--- src/rtl/ps2_poly_note_mapper_if.sv ---
// ---------------------------------------------------------------------------
// ps2_poly_note_mapper_if
// Bundle between the PS/2 byte receiver side and the polyphonic note mapper.
//   code_valid   : one-cycle strobe, code holds a received scan-code byte
//   code         : PS/2 set-2 scan-code byte
//   sustain      : sustain pedal level (1 = hold)
//   voice_note   : per slot {sharp, octave[1:0], degree[2:0]}, slot i at [6i+5:6i]
//   voice_active : per slot sounding flag
//   evt_valid    : one-cycle pulse per note event
//   evt_on       : 1 = note-on, 0 = note-off (qualified by evt_valid)
//   evt_note     : note of the last event
//   overflow     : one-cycle pulse when a note was stolen or dropped
// master = byte source / consumer side, slave = the mapper.
// ---------------------------------------------------------------------------
interface ps2_poly_note_mapper_if #(
  parameter int NUM_VOICES = 4
);
  logic                      code_valid;
  logic [7:0]                code;
  logic                      sustain;
  logic [6*NUM_VOICES-1:0]   voice_note;
  logic [NUM_VOICES-1:0]     voice_active;
  logic                      evt_valid;
  logic                      evt_on;
  logic [5:0]                evt_note;
  logic                      overflow;

  modport master (
    output code_valid, code, sustain,
    input  voice_note, voice_active, evt_valid, evt_on, evt_note, overflow
  );

  modport slave (
    input  code_valid, code, sustain,
    output voice_note, voice_active, evt_valid, evt_on, evt_note, overflow
  );
endinterface

--- src/rtl/ps2_poly_note_mapper.sv ---
// ---------------------------------------------------------------------------
// ps2_poly_note_mapper
// Parses PS/2 set-2 make/break/extended byte sequences, maps piano keys to
// 6-bit note codes and allocates them to NUM_VOICES voice slots, with
// typematic-repeat suppression, sustain pedal and optional voice stealing.
// Ports:
//   clk   : system clock
//   rst_n : asynchronous active-low reset
//   bus   : ps2_poly_note_mapper_if.slave (byte input, sustain, slot state,
//           note events, overflow pulse); all outputs are registered.
// ---------------------------------------------------------------------------
module ps2_poly_note_mapper #(
  parameter int NUM_VOICES   = 4,
  parameter bit ENABLE_STEAL = 1'b1,
  parameter int STEAL_PTR_W  = 3
) (
  input  logic                   clk,
  input  logic                   rst_n,
  ps2_poly_note_mapper_if.slave  bus
);

  typedef enum logic [1:0] {
    ST_IDLE    = 2'd0,
    ST_BRK     = 2'd1,
    ST_EXT     = 2'd2,
    ST_EXT_BRK = 2'd3
  } state_t;

  state_t                        state_r, state_nx_s;
  logic                          make_s, brk_s;
  logic [5:0]                    key_s;
  logic                          sustain_q_r, sus_fall_s;

  logic [NUM_VOICES-1:0][5:0]    note_r, note_nx_s;
  logic [NUM_VOICES-1:0]         active_r, active_nx_s;
  logic [NUM_VOICES-1:0]         held_r, held_nx_s;
  logic [NUM_VOICES-1:0]         match_s, free_oh_s, steal_oh_s;
  logic [STEAL_PTR_W-1:0]        steal_ptr_r, steal_ptr_nx_s;
  logic                          evt_valid_r, evt_valid_nx_s;
  logic                          evt_on_r, evt_on_nx_s;
  logic [5:0]                    evt_note_r, evt_note_nx_s;
  logic                          overflow_r, overflow_nx_s;

  // Scan code to {sharp, octave, degree}; 0 marks an unmapped code.
  function automatic logic [5:0] map_key(input logic [7:0] c);
    logic [5:0] k;
    case (c)
      8'h58: k = 6'h01;  8'h1C: k = 6'h02;  8'h1B: k = 6'h03;  8'h23: k = 6'h04;
      8'h2B: k = 6'h05;  8'h34: k = 6'h06;  8'h33: k = 6'h07;
      8'h3B: k = 6'h09;  8'h42: k = 6'h0A;  8'h4B: k = 6'h0B;  8'h4C: k = 6'h0C;
      8'h52: k = 6'h0D;  8'h5A: k = 6'h0E;  8'h6B: k = 6'h0F;
      8'h12: k = 6'h21;  8'h1A: k = 6'h22;  8'h22: k = 6'h23;  8'h21: k = 6'h24;
      8'h2A: k = 6'h25;  8'h32: k = 6'h26;  8'h31: k = 6'h27;
      default: k = 6'h00;
    endcase
    return k;
  endfunction

  assign key_s      = map_key(bus.code);
  assign sus_fall_s = sustain_q_r & ~bus.sustain;

  // Parser state register.
  always_ff @(posedge clk or negedge rst_n) begin
    if (!rst_n) begin
      state_r <= ST_IDLE;
    end else begin
      state_r <= state_nx_s;
    end
  end

  // Parser next-state decode; advances only on code_valid.
  always_comb begin
    state_nx_s = state_r;
    if (bus.code_valid) begin
      case (state_r)
        ST_IDLE: begin
          if (bus.code == 8'hF0)      state_nx_s = ST_BRK;
          else if (bus.code == 8'hE0) state_nx_s = ST_EXT;
          else                        state_nx_s = ST_IDLE;
        end
        ST_BRK:     state_nx_s = ST_IDLE;
        ST_EXT: begin
          if (bus.code == 8'hF0) state_nx_s = ST_EXT_BRK;
          else                   state_nx_s = ST_IDLE;
        end
        ST_EXT_BRK: state_nx_s = ST_IDLE;
        default:    state_nx_s = ST_IDLE;
      endcase
    end else begin
      state_nx_s = state_r;
    end
  end

  // Parser outputs: make/break requests for the current byte.
  always_comb begin
    make_s = 1'b0;
    brk_s  = 1'b0;
    if (bus.code_valid) begin
      case (state_r)
        ST_IDLE: make_s = (bus.code != 8'hF0) && (bus.code != 8'hE0);
        ST_BRK:  brk_s  = 1'b1;
        default: begin
          make_s = 1'b0;
          brk_s  = 1'b0;
        end
      endcase
    end else begin
      make_s = 1'b0;
      brk_s  = 1'b0;
    end
  end

  // Voice allocation: sustain release first, then make/break on the result.
  always_comb begin
    note_nx_s      = note_r;
    held_nx_s      = held_r;
    steal_ptr_nx_s = steal_ptr_r;
    evt_valid_nx_s = 1'b0;
    evt_on_nx_s    = evt_on_r;
    evt_note_nx_s  = evt_note_r;
    overflow_nx_s  = 1'b0;
    match_s        = '0;
    free_oh_s      = '0;
    steal_oh_s     = '0;

    // A released-but-sounding slot (held=0) stops when the pedal lifts.
    if (sus_fall_s) active_nx_s = active_r & held_r;
    else            active_nx_s = active_r;

    for (int i = 0; i < NUM_VOICES; i++) begin
      match_s[i]    = active_nx_s[i] && (note_r[i] == key_s);
      steal_oh_s[i] = (STEAL_PTR_W'(i) == steal_ptr_r);
    end
    // Descending scan so the lowest free index wins.
    for (int i = NUM_VOICES - 1; i >= 0; i--) begin
      if (!active_nx_s[i]) begin
        free_oh_s    = '0;
        free_oh_s[i] = 1'b1;
      end else begin
        free_oh_s = free_oh_s;
      end
    end

    if (make_s && (key_s != 6'h00)) begin
      if (|match_s) begin
        held_nx_s = held_nx_s | match_s;
      end else if ((|free_oh_s) || ENABLE_STEAL) begin
        if (!(|free_oh_s)) begin
          free_oh_s     = steal_oh_s;
          overflow_nx_s = 1'b1;
          if (steal_ptr_r == STEAL_PTR_W'(NUM_VOICES - 1)) steal_ptr_nx_s = '0;
          else                                             steal_ptr_nx_s = steal_ptr_r + STEAL_PTR_W'(1);
        end else begin
          steal_ptr_nx_s = steal_ptr_r;
        end
        for (int i = 0; i < NUM_VOICES; i++) begin
          if (free_oh_s[i]) note_nx_s[i] = key_s;
          else              note_nx_s[i] = note_nx_s[i];
        end
        active_nx_s    = active_nx_s | free_oh_s;
        held_nx_s      = held_nx_s | free_oh_s;
        evt_valid_nx_s = 1'b1;
        evt_on_nx_s    = 1'b1;
        evt_note_nx_s  = key_s;
      end else begin
        overflow_nx_s = 1'b1;
      end
    end else if (brk_s && (key_s != 6'h00) && (|match_s)) begin
      held_nx_s = held_nx_s & ~match_s;
      if (!bus.sustain) begin
        active_nx_s    = active_nx_s & ~match_s;
        evt_valid_nx_s = 1'b1;
        evt_on_nx_s    = 1'b0;
        evt_note_nx_s  = key_s;
      end else begin
        evt_valid_nx_s = 1'b0;
      end
    end else begin
      evt_valid_nx_s = 1'b0;
    end
  end

  // Slot state, pedal history and registered event outputs.
  always_ff @(posedge clk or negedge rst_n) begin
    if (!rst_n) begin
      note_r      <= '0;
      active_r    <= '0;
      held_r      <= '0;
      steal_ptr_r <= '0;
      sustain_q_r <= 1'b0;
      evt_valid_r <= 1'b0;
      evt_on_r    <= 1'b0;
      evt_note_r  <= 6'h00;
      overflow_r  <= 1'b0;
    end else begin
      note_r      <= note_nx_s;
      active_r    <= active_nx_s;
      held_r      <= held_nx_s;
      steal_ptr_r <= steal_ptr_nx_s;
      sustain_q_r <= bus.sustain;
      evt_valid_r <= evt_valid_nx_s;
      evt_on_r    <= evt_on_nx_s;
      evt_note_r  <= evt_note_nx_s;
      overflow_r  <= overflow_nx_s;
    end
  end

  assign bus.voice_note   = note_r;
  assign bus.voice_active = active_r;
  assign bus.evt_valid    = evt_valid_r;
  assign bus.evt_on       = evt_on_r;
  assign bus.evt_note     = evt_note_r;
  assign bus.overflow     = overflow_r;

endmodule

--- src/flat_wrapper.sv ---
// flat-port wrapper written by rule: the top's interface ports become plain ports
module ps2_poly_note_mapper_flat 
#(
  parameter int NUM_VOICES   = 4,
  parameter bit ENABLE_STEAL = 1'b1,
  parameter int STEAL_PTR_W  = 3
)
  (clk, rst_n, bus_code_valid, bus_code, bus_sustain, bus_voice_note, bus_voice_active, bus_evt_valid, bus_evt_on, bus_evt_note, bus_overflow);
  ps2_poly_note_mapper_if #(.NUM_VOICES(NUM_VOICES)) bus_i ();
  input  logic clk;
  input  logic rst_n;
  input wire logic [$bits(bus_i.code_valid)-1:0] bus_code_valid;
  input wire logic [$bits(bus_i.code)-1:0] bus_code;
  input wire logic [$bits(bus_i.sustain)-1:0] bus_sustain;
  output wire logic [$bits(bus_i.voice_note)-1:0] bus_voice_note;
  output wire logic [$bits(bus_i.voice_active)-1:0] bus_voice_active;
  output wire logic [$bits(bus_i.evt_valid)-1:0] bus_evt_valid;
  output wire logic [$bits(bus_i.evt_on)-1:0] bus_evt_on;
  output wire logic [$bits(bus_i.evt_note)-1:0] bus_evt_note;
  output wire logic [$bits(bus_i.overflow)-1:0] bus_overflow;
  assign bus_i.code_valid = bus_code_valid;
  assign bus_i.code = bus_code;
  assign bus_i.sustain = bus_sustain;
  assign bus_voice_note = bus_i.voice_note;
  assign bus_voice_active = bus_i.voice_active;
  assign bus_evt_valid = bus_i.evt_valid;
  assign bus_evt_on = bus_i.evt_on;
  assign bus_evt_note = bus_i.evt_note;
  assign bus_overflow = bus_i.overflow;
  ps2_poly_note_mapper #(.NUM_VOICES(NUM_VOICES), .ENABLE_STEAL(ENABLE_STEAL), .STEAL_PTR_W(STEAL_PTR_W)) u_core (.clk(clk), .rst_n(rst_n), .bus(bus_i));
endmodule
--- config.mk ---
export PLATFORM = sky130hd
export DESIGN_NAME = ps2_poly_note_mapper_flat
export DESIGN_NICKNAME = d
export VERILOG_FILES = /design/src/rtl/ps2_poly_note_mapper_if.sv /design/src/rtl/ps2_poly_note_mapper.sv /design/src/flat_wrapper.sv
export SDC_FILE = /design/constraint.sdc
export NUM_CORES = 1
export LEC_CHECK = 0
export BUFFER_PORTS_ARGS = -buffer_cell sky130_fd_sc_hd__buf_2
export CAP_MARGIN = 20
export CORE_MARGIN = 1.5
export CORE_UTILIZATION = 55
export CTS_CLUSTER_DIAMETER = 80
export DETAILED_ROUTE_END_ITERATION = 8
export GPL_TIMING_DRIVEN = 0
export PLACE_DENSITY = 0.79
export SYNTH_ARGS = -nofsm -noshare
export SYNTH_HDL_FRONTEND = slang
export SYNTH_SLANG_ARGS = --single-unit
export TNS_END_PERCENT = 50
--- constraint.sdc ---
create_clock -name clk -period 4 [get_ports clk]
set_clock_uncertainty 0.05 [all_clocks]
set_input_delay 0.8 -clock clk [delete_from_list [all_inputs] [get_ports clk]]
set_output_delay 0.8 -clock clk [all_outputs]
set_load 0.1 [all_outputs]
==> flow_metrics.py, run 1 <==
metrics = {
    "critical_path": {
        "endpoint_kind": "flip-flop",
        "worstPathMaxFanout": 10,
        "worst-setup-path-type": "input port to flip-flop",
        "worst_ep_required_time_ps": 4150,
        "cp_data_arrival_time_ps": 4070,
        "critPathLaunchType": "input port",
    },
    "synth": {
        "synth_edf_count": 0,
        "synth_cells": 273,
        "yosysUniqueCellTypes": 64,
        "ys_seq_area_share_pct": 38.2,
        "yosys.area.top_type": "dfrtp_1",
        "synth-main-ff-cell": "dfrtp_1",
        "synth.avg_cell_area_um2": 10.1,
        "yosys_warnings": 0,
        "yosys.area.top_type_share_pct": 38.2,
        "ys_ff_latch": 42,
        "synth-async-reset-ratio_pct": 100,
        "syn_area_um2": 2750,
        "synth.top_cells.by_area": "dfrtp_1 (38%), mux2_2 (6.5%), xor2_1 (4.8%)",
        "yosysMostFrequentCell": "dfrtp_1",
        "ys_top_cells_by_count": "dfrtp_1 (42), mux2_2 (16), xor2_1 (15)",
    },
    "cells_and_area": {
        "nets": 346,
        "n_fill_cell": 378,
        "final_util_pct": 69.9,
        "antennaDiodeCount": 0,
        "design_area_um2": 3350,
        "area_delta_synth_final_pct": 21.6,
        "drive_gt1_share_pct": 36.9,
    },
    "sta": {
        "final.setup.tns_ps": 0,
        "tightest_slew_ps": 921,
        "fmax_mhz": 255,
        "whs_ps": 453,
        "finalHoldViolCount": 0,
        "setup_viol": 0,
        "period_share_pct": 98.0,
        "setup_ws_ps": 78.5,
        "maxSlewViolCount": 0,
        "slew_headroom_pct": 38.6,
        "fin_crit_ps": 3920,
    },
    "status": {
        "status": "completed",
    },
    "clock_tree": {
        "tritoncts": "yes",
        "cts_hold_buf": 0,
        "root_buffer": "clkbuf_8",
        "cts_inserted_buffers": 5,
        "htree_levels": 2,
        "clkTransAtPathRegs_ps": 90,
        "cts.sinks": 42,
        "cts.path.max_buffers": 2,
        "worstSkewPairLatency_ps": 310,
    },
    "floorplan": {
        "die-area_um2": 5440,
        "core_um2": 4790,
        "die_h_um": 73.7,
        "ios": 49,
        "num_rows": 25,
        "initial_utilization_pct": 57.5,
        "dieWidth_um": 73.7,
    },
    "route": {
        "routed_wl_um": 6580,
        "drc_errors": 0,
        "post_drt_wl_per_cell_um": 16.5,
        "detail_route.iter0.violations": 155,
        "dr.pass1.iters": 4,
        "vias_per_cell": 5.93,
        "final_antenna_net_count": 0,
        "via_count": 2362,
    },
    "placement": {
        "port_buffers": 39,
        "place_area_um2": 3080,
        "place_ws_ps": -1220,
        "gp_congestion": 0.954,
        "place_hpwl_um": 4600,
    },
    "grt": {
        "track_usage_pct": 25.2,
        "grt_max_degree": 43,
        "overflow": 0,
        "grt_pass1_wl_um": 10400,
        "grt_pass1_vias": 2112,
        "antenna_found_initial": 0,
    },
    "power_and_ir_drop": {
        "leakage_nw": 1.69,
        "vdd_drop_max_mv": 0.284,
        "power_density_nw_per_um2": 334,
    },
    "flow_run": {
        "drv_cap": 0,
    },
    "min_path": {
        "hold_path_class": "flip-flop to flip-flop",
    },
}
-- routing by layer --
metal	wire length [um]	up-vias	track usage [%]
met3	361	8	7.13
met5	0	-	0
met1	3020	1176	34.2
met4	62	0	5.56
met2	3140	60	40.1
li1	-	1118	-
-- sequential cells by signal, summed over array words and instances, names as in the netlist --
register	cells
u_core.bus.evt_note	5
u_core.bus.evt_on	1
u_core.bus.evt_valid	1
u_core.bus.overflow	1
u_core.bus.voice_active	4
u_core.bus.voice_note	20
u_core.held_r	4
u_core.state_r	2
u_core.steal_ptr_r	3
u_core.sustain_q_r	1
-- cell type report --
class	count	area [um^2]	area share (%)
well taps	67	83.8	2.50
repair buffers	48	279	8.34
plain buffers	20	154	4.60
clock inverters	3	45.0	1.35
multi-input cells	202	1620	48.5
inverters	11	41.3	1.23
flip-flops and latches	42	1050	31.4
clock buffers	5	68.8	2.06
-- power breakdown --
part	switching [mW]	leakage [nW]	internal (mW)
Clock	0.156	0.0504	0.186
Sequential	0.0126	0.572	0.443
Combinational	0.232	1.07	0.0884
-- logic make-up (layout without fill, tap and decap cells) --
| group | Yosys count | in the layout | synth area share (%) |
|---|---|---|---|
| fa+ha+maj | 4 | 4 | 1.82 |
| compound gates | 53 | 53 | 14.0 |
| mux | 28 | 28 | 12.5 |
| xor+xnor | 18 | 18 | 5.73 |
| other cells | 1 | 5 | 0.136 |
| flops | 42 | 42 | 38.2 |
| buf+inv | 33 | 87 | 5.96 |
| simple gates | 94 | 94 | 21.6 |
-- worst max-delay path, stage by stage --
cell     delay (ps)
buf_6           120
or3b_4          430
or3_4           370
o221a_4         300
and3_4          180
or4_4           430
or4_4           440
and4b_1         210
buf_6           140
mux2i_4         190
buf_12          150
mux2_4          300
-- metrics by stage --
stage               power, mW  cells
floorplan               0.710    277
global placement        0.764    383
detailed placement      0.767    383
CTS                      1.11    393
global route             1.15    398
finish                   1.12    398
-- final timing paths --
| path | startpoint | to | slack [ps] | cells after the start |
|---|---|---|---|---|
| worst max register to register | u_core.bus.voice_note[13] | u_core.bus.evt_note[0] | 1190 | 8 |
| max in group asynchronous | rst_n | u_core.bus.voice_note[15] | 2750 | 1 |
| worst max-delay path | bus_code[2] | u_core.bus.evt_note[0] | 80 | 12 |
| worst min-delay path | u_core.state_r[1] | u_core.state_r[1] | 450 | 1 |
| min in group asynchronous | rst_n | u_core.bus.evt_on | 570 | 1 |
| worst min register to register | u_core.state_r[1] | u_core.state_r[1] | 450 | 1 |
-- cells in the final DEF, fill, tap and decap left out, types with 6 or more instances in the layout --
master    n
inv_1    11
mux2_2   16
o21ai_0  10
dfrtp_1  42
nor3_1    7
nor2_1   11
nand2_1  11
xor2_1   15
buf_2    41
buf_6     6
buf_4    12
-- timing repair --
action | in CTS | in global routing
resized for setup | 13 | 16
endpoints found under the setup margin | 39 | 29
buffers inserted | 5 | 5
pin swaps | 2 | 3
Note: power is estimated with default switching activity, not from simulation.
==> inputs of run 2 (changes only) <==
Settings changed: CORE_UTILIZATION 55 to 53, PLACE_DENSITY 0.79 to 0.76.
==> run 2 against run 1 <==
Compared with the run above: fmax decreased by 1.3%; count of clock-buffer cells in the layout up 1; final cell count up 1.5%; utilization down 3.2 points; sequential share of layout area fell by 0.16 points; cell area rose by 0.52%; via count down 0.21%; largest power group unchanged; critical path depth is 1 higher; worst setup slack worse by 51 ps; clock power fell by 21%.
==> flow_metrics.py, run 2 (same netlist as run 1, synthesis figures left out) <==
metrics = {
    "status": {
        "status": "completed",
    },
    "grt": {
        "overflow": 0,
        "grt_max_degree": 43,
        "antenna_found_initial": 0,
        "grt_pass1_wl_um": 10300,
        "grt_pass1_vias": 2129,
        "track_usage_pct": 24.0,
    },
    "route": {
        "routed_wl_um": 6580,
        "drc_errors": 0,
        "post_drt_wl_per_cell_um": 16.3,
        "vias_per_cell": 5.83,
        "via_count": 2357,
        "dr.pass1.iters": 4,
        "final_antenna_net_count": 0,
        "detail_route.iter0.violations": 139,
    },
    "critical_path": {
        "worst-setup-path-type": "input port to flip-flop",
        "worst_ep_required_time_ps": 4130,
        "worstRegToRegCells": 8,
        "crit-reg2reg-capture": "u_core.bus.evt_note[2]",
        "worstPathMaxFanout": 8,
        "critPathLaunchType": "input port",
        "crit_path_cell_trace": "buf_6 > buf_8 > or4_4 > o211ai_1 > buf_4 > xor2_1 > or4_4 > or4_4 > and4b_1 > buf_6 > mux2i_4 > buf_12 > mux2_4",
        "crit_family": "simple AND/OR/NAND/NOR gates",
        "rrSetupSlack_ps": 1170,
        "max_stage_delay_ps": 530,
        "rr_startpoint": "u_core.bus.voice_note[13]",
        "crit_top_cell": "or4_4",
        "endpoint_kind": "flip-flop",
        "cp_data_arrival_time_ps": 4100,
        "crit_buf_inv": 5,
        "crit_path_top_delay_cell": "or4_4",
    },
    "floorplan": {
        "die-area_um2": 5630,
        "die_h_um": 75.1,
        "core_um2": 5040,
        "dieWidth_um": 75.1,
        "num_rows": 26,
        "initial_utilization_pct": 54.6,
        "ios": 49,
    },
    "cells_and_area": {
        "largest_reg_flops": 20,
        "layout_common_cells": "dfrtp_1 (42), buf_2 (39), buf_4 (17), mux2_2 (16), xor2_1 (15)",
        "layout_commonest_cell": "dfrtp_1",
        "drive_gt1_share_pct": 36.8,
        "fin_cells": 404,
        "nets": 349,
        "antennaDiodeCount": 0,
        "area_delta_synth_final_pct": 22.3,
        "design_area_um2": 3360,
    },
    "placement": {
        "place_hpwl_um": 4580,
        "place_area_um2": 3090,
        "port_buffers": 39,
        "placed_cells_incl_taps": 386,
        "gp_congestion": 0.919,
    },
    "min_path": {
        "holdCritStartpoint": "u_core.state_r[1]",
        "hold_end": "u_core.state_r[1]",
        "min_path_cells": 1,
        "hold_path_class": "flip-flop to flip-flop",
    },
    "power_and_ir_drop": {
        "comb_power_share_pct": 31.2,
        "seqPwrFrac_pct": 43.3,
        "p_clk_share_pct": 25.5,
        "vdd_drop_max_mv": 0.255,
        "power_density_nw_per_um2": 314,
        "leakage_nw": 1.71,
        "switching_power_uw": 394,
        "p_sw_share_pct": 37.3,
        "power_mw": 1.06,
        "intPower_uw": 662,
    },
    "sta": {
        "setup_viol": 0,
        "tightest_slew_ps": 901,
        "final.setup.tns_ps": 0,
        "fin_crit_ps": 3970,
        "finalHoldViolCount": 0,
        "maxSlewViolCount": 0,
        "whs_ps": 459,
        "slew_headroom_pct": 39.9,
        "fmax_mhz": 252,
        "period_share_pct": 99.3,
    },
    "clock_tree": {
        "cts_inserted_buffers": 5,
        "cts.sinks": 42,
        "clkTransAtPathRegs_ps": 80,
        "cts.path.max_buffers": 2,
        "worstSkewPairLatency_ps": 300,
        "htree_levels": 2,
        "tritoncts": "yes",
        "root_buffer": "clkbuf_8",
    },
    "flow_run": {
        "drv_cap": 0,
    },
}
## run 2: routing by layer
layer / up-vias / track usage, % / part of all wire, %
met5: - / 0 / 0
met4: 0 / 6.67 / 1.8
met3: 13 / 4.02 / 4.5
met2: 77 / 38.6 / 48
met1: 1148 / 33.3 / 45
li1: 1119 / - / -
## run 2: what timing repair did
| action | 4_1_cts | 5_1_grt |
|---|---|---|
| pin swaps | 2 | 1 |
| setup buffers | 4 | 9 |
| resized for setup | 9 | 19 |
| endpoints found under the setup margin | 37 | 26 |
| gates cloned | 0 | 1 |
| hold buffers | 0 | 0 |
## run 2: how the worst max path moves through the flow
| stage | from | end | depth (start not counted) |
|---|---|---|---|
| 6_report | bus_code[6] | u_core.bus.evt_note[2] | 13 |
| 5_1_grt | bus_code[6] | u_core.bus.evt_note[1] | 13 |
| 4_1_cts | bus_code[4] | u_core.bus.evt_note[2] | 12 |
| 3_5_place_dp | bus_code[5] | u_core.bus.voice_note[7] | 10 |
| 3_3_place_gp | bus_code[5] | u_core.bus.voice_note[23] | 10 |
| 2_1_floorplan | bus_code[6] | u_core.bus.evt_note[0] | 10 |
## run 2: layout make-up
| type | count | area [um^2] |
|---|---|---|
| clock buffers | 6 | 72.6 |
| flip-flops and latches | 42 | 1050 |
| plain buffers | 18 | 149 |
| fillers | 402 | 1680 |
| repair buffers | 53 | 337 |
| inverters | 11 | 41.3 |
| clock inverters | 2 | 13.8 |
| well taps | 70 | 87.6 |
| multi-input cells | 202 | 1610 |
## run 2: power by group through the flow
stage | clock network, mW | registers [mW] | logic, mW
4_1_cts | 0.275 | 0.457 | 0.308
2_1_floorplan | 0 | 0.570 | 0.140
3_3_place_gp | 0 | 0.463 | 0.300
3_5_place_dp | 0 | 0.465 | 0.303
5_1_grt | 0.289 | 0.459 | 0.350
6_report | 0.270 | 0.457 | 0.329
## run 2: metrics by stage
step | setup slack, ps | utilization, %
after global placement | -1070 | 61.2
final | 27.8 | 66.7
after floorplan | -189 | -
after global routing | -41.2 | 66.7
after CTS | 17.1 | 64.1
after detailed placement | -1130 | 61.2
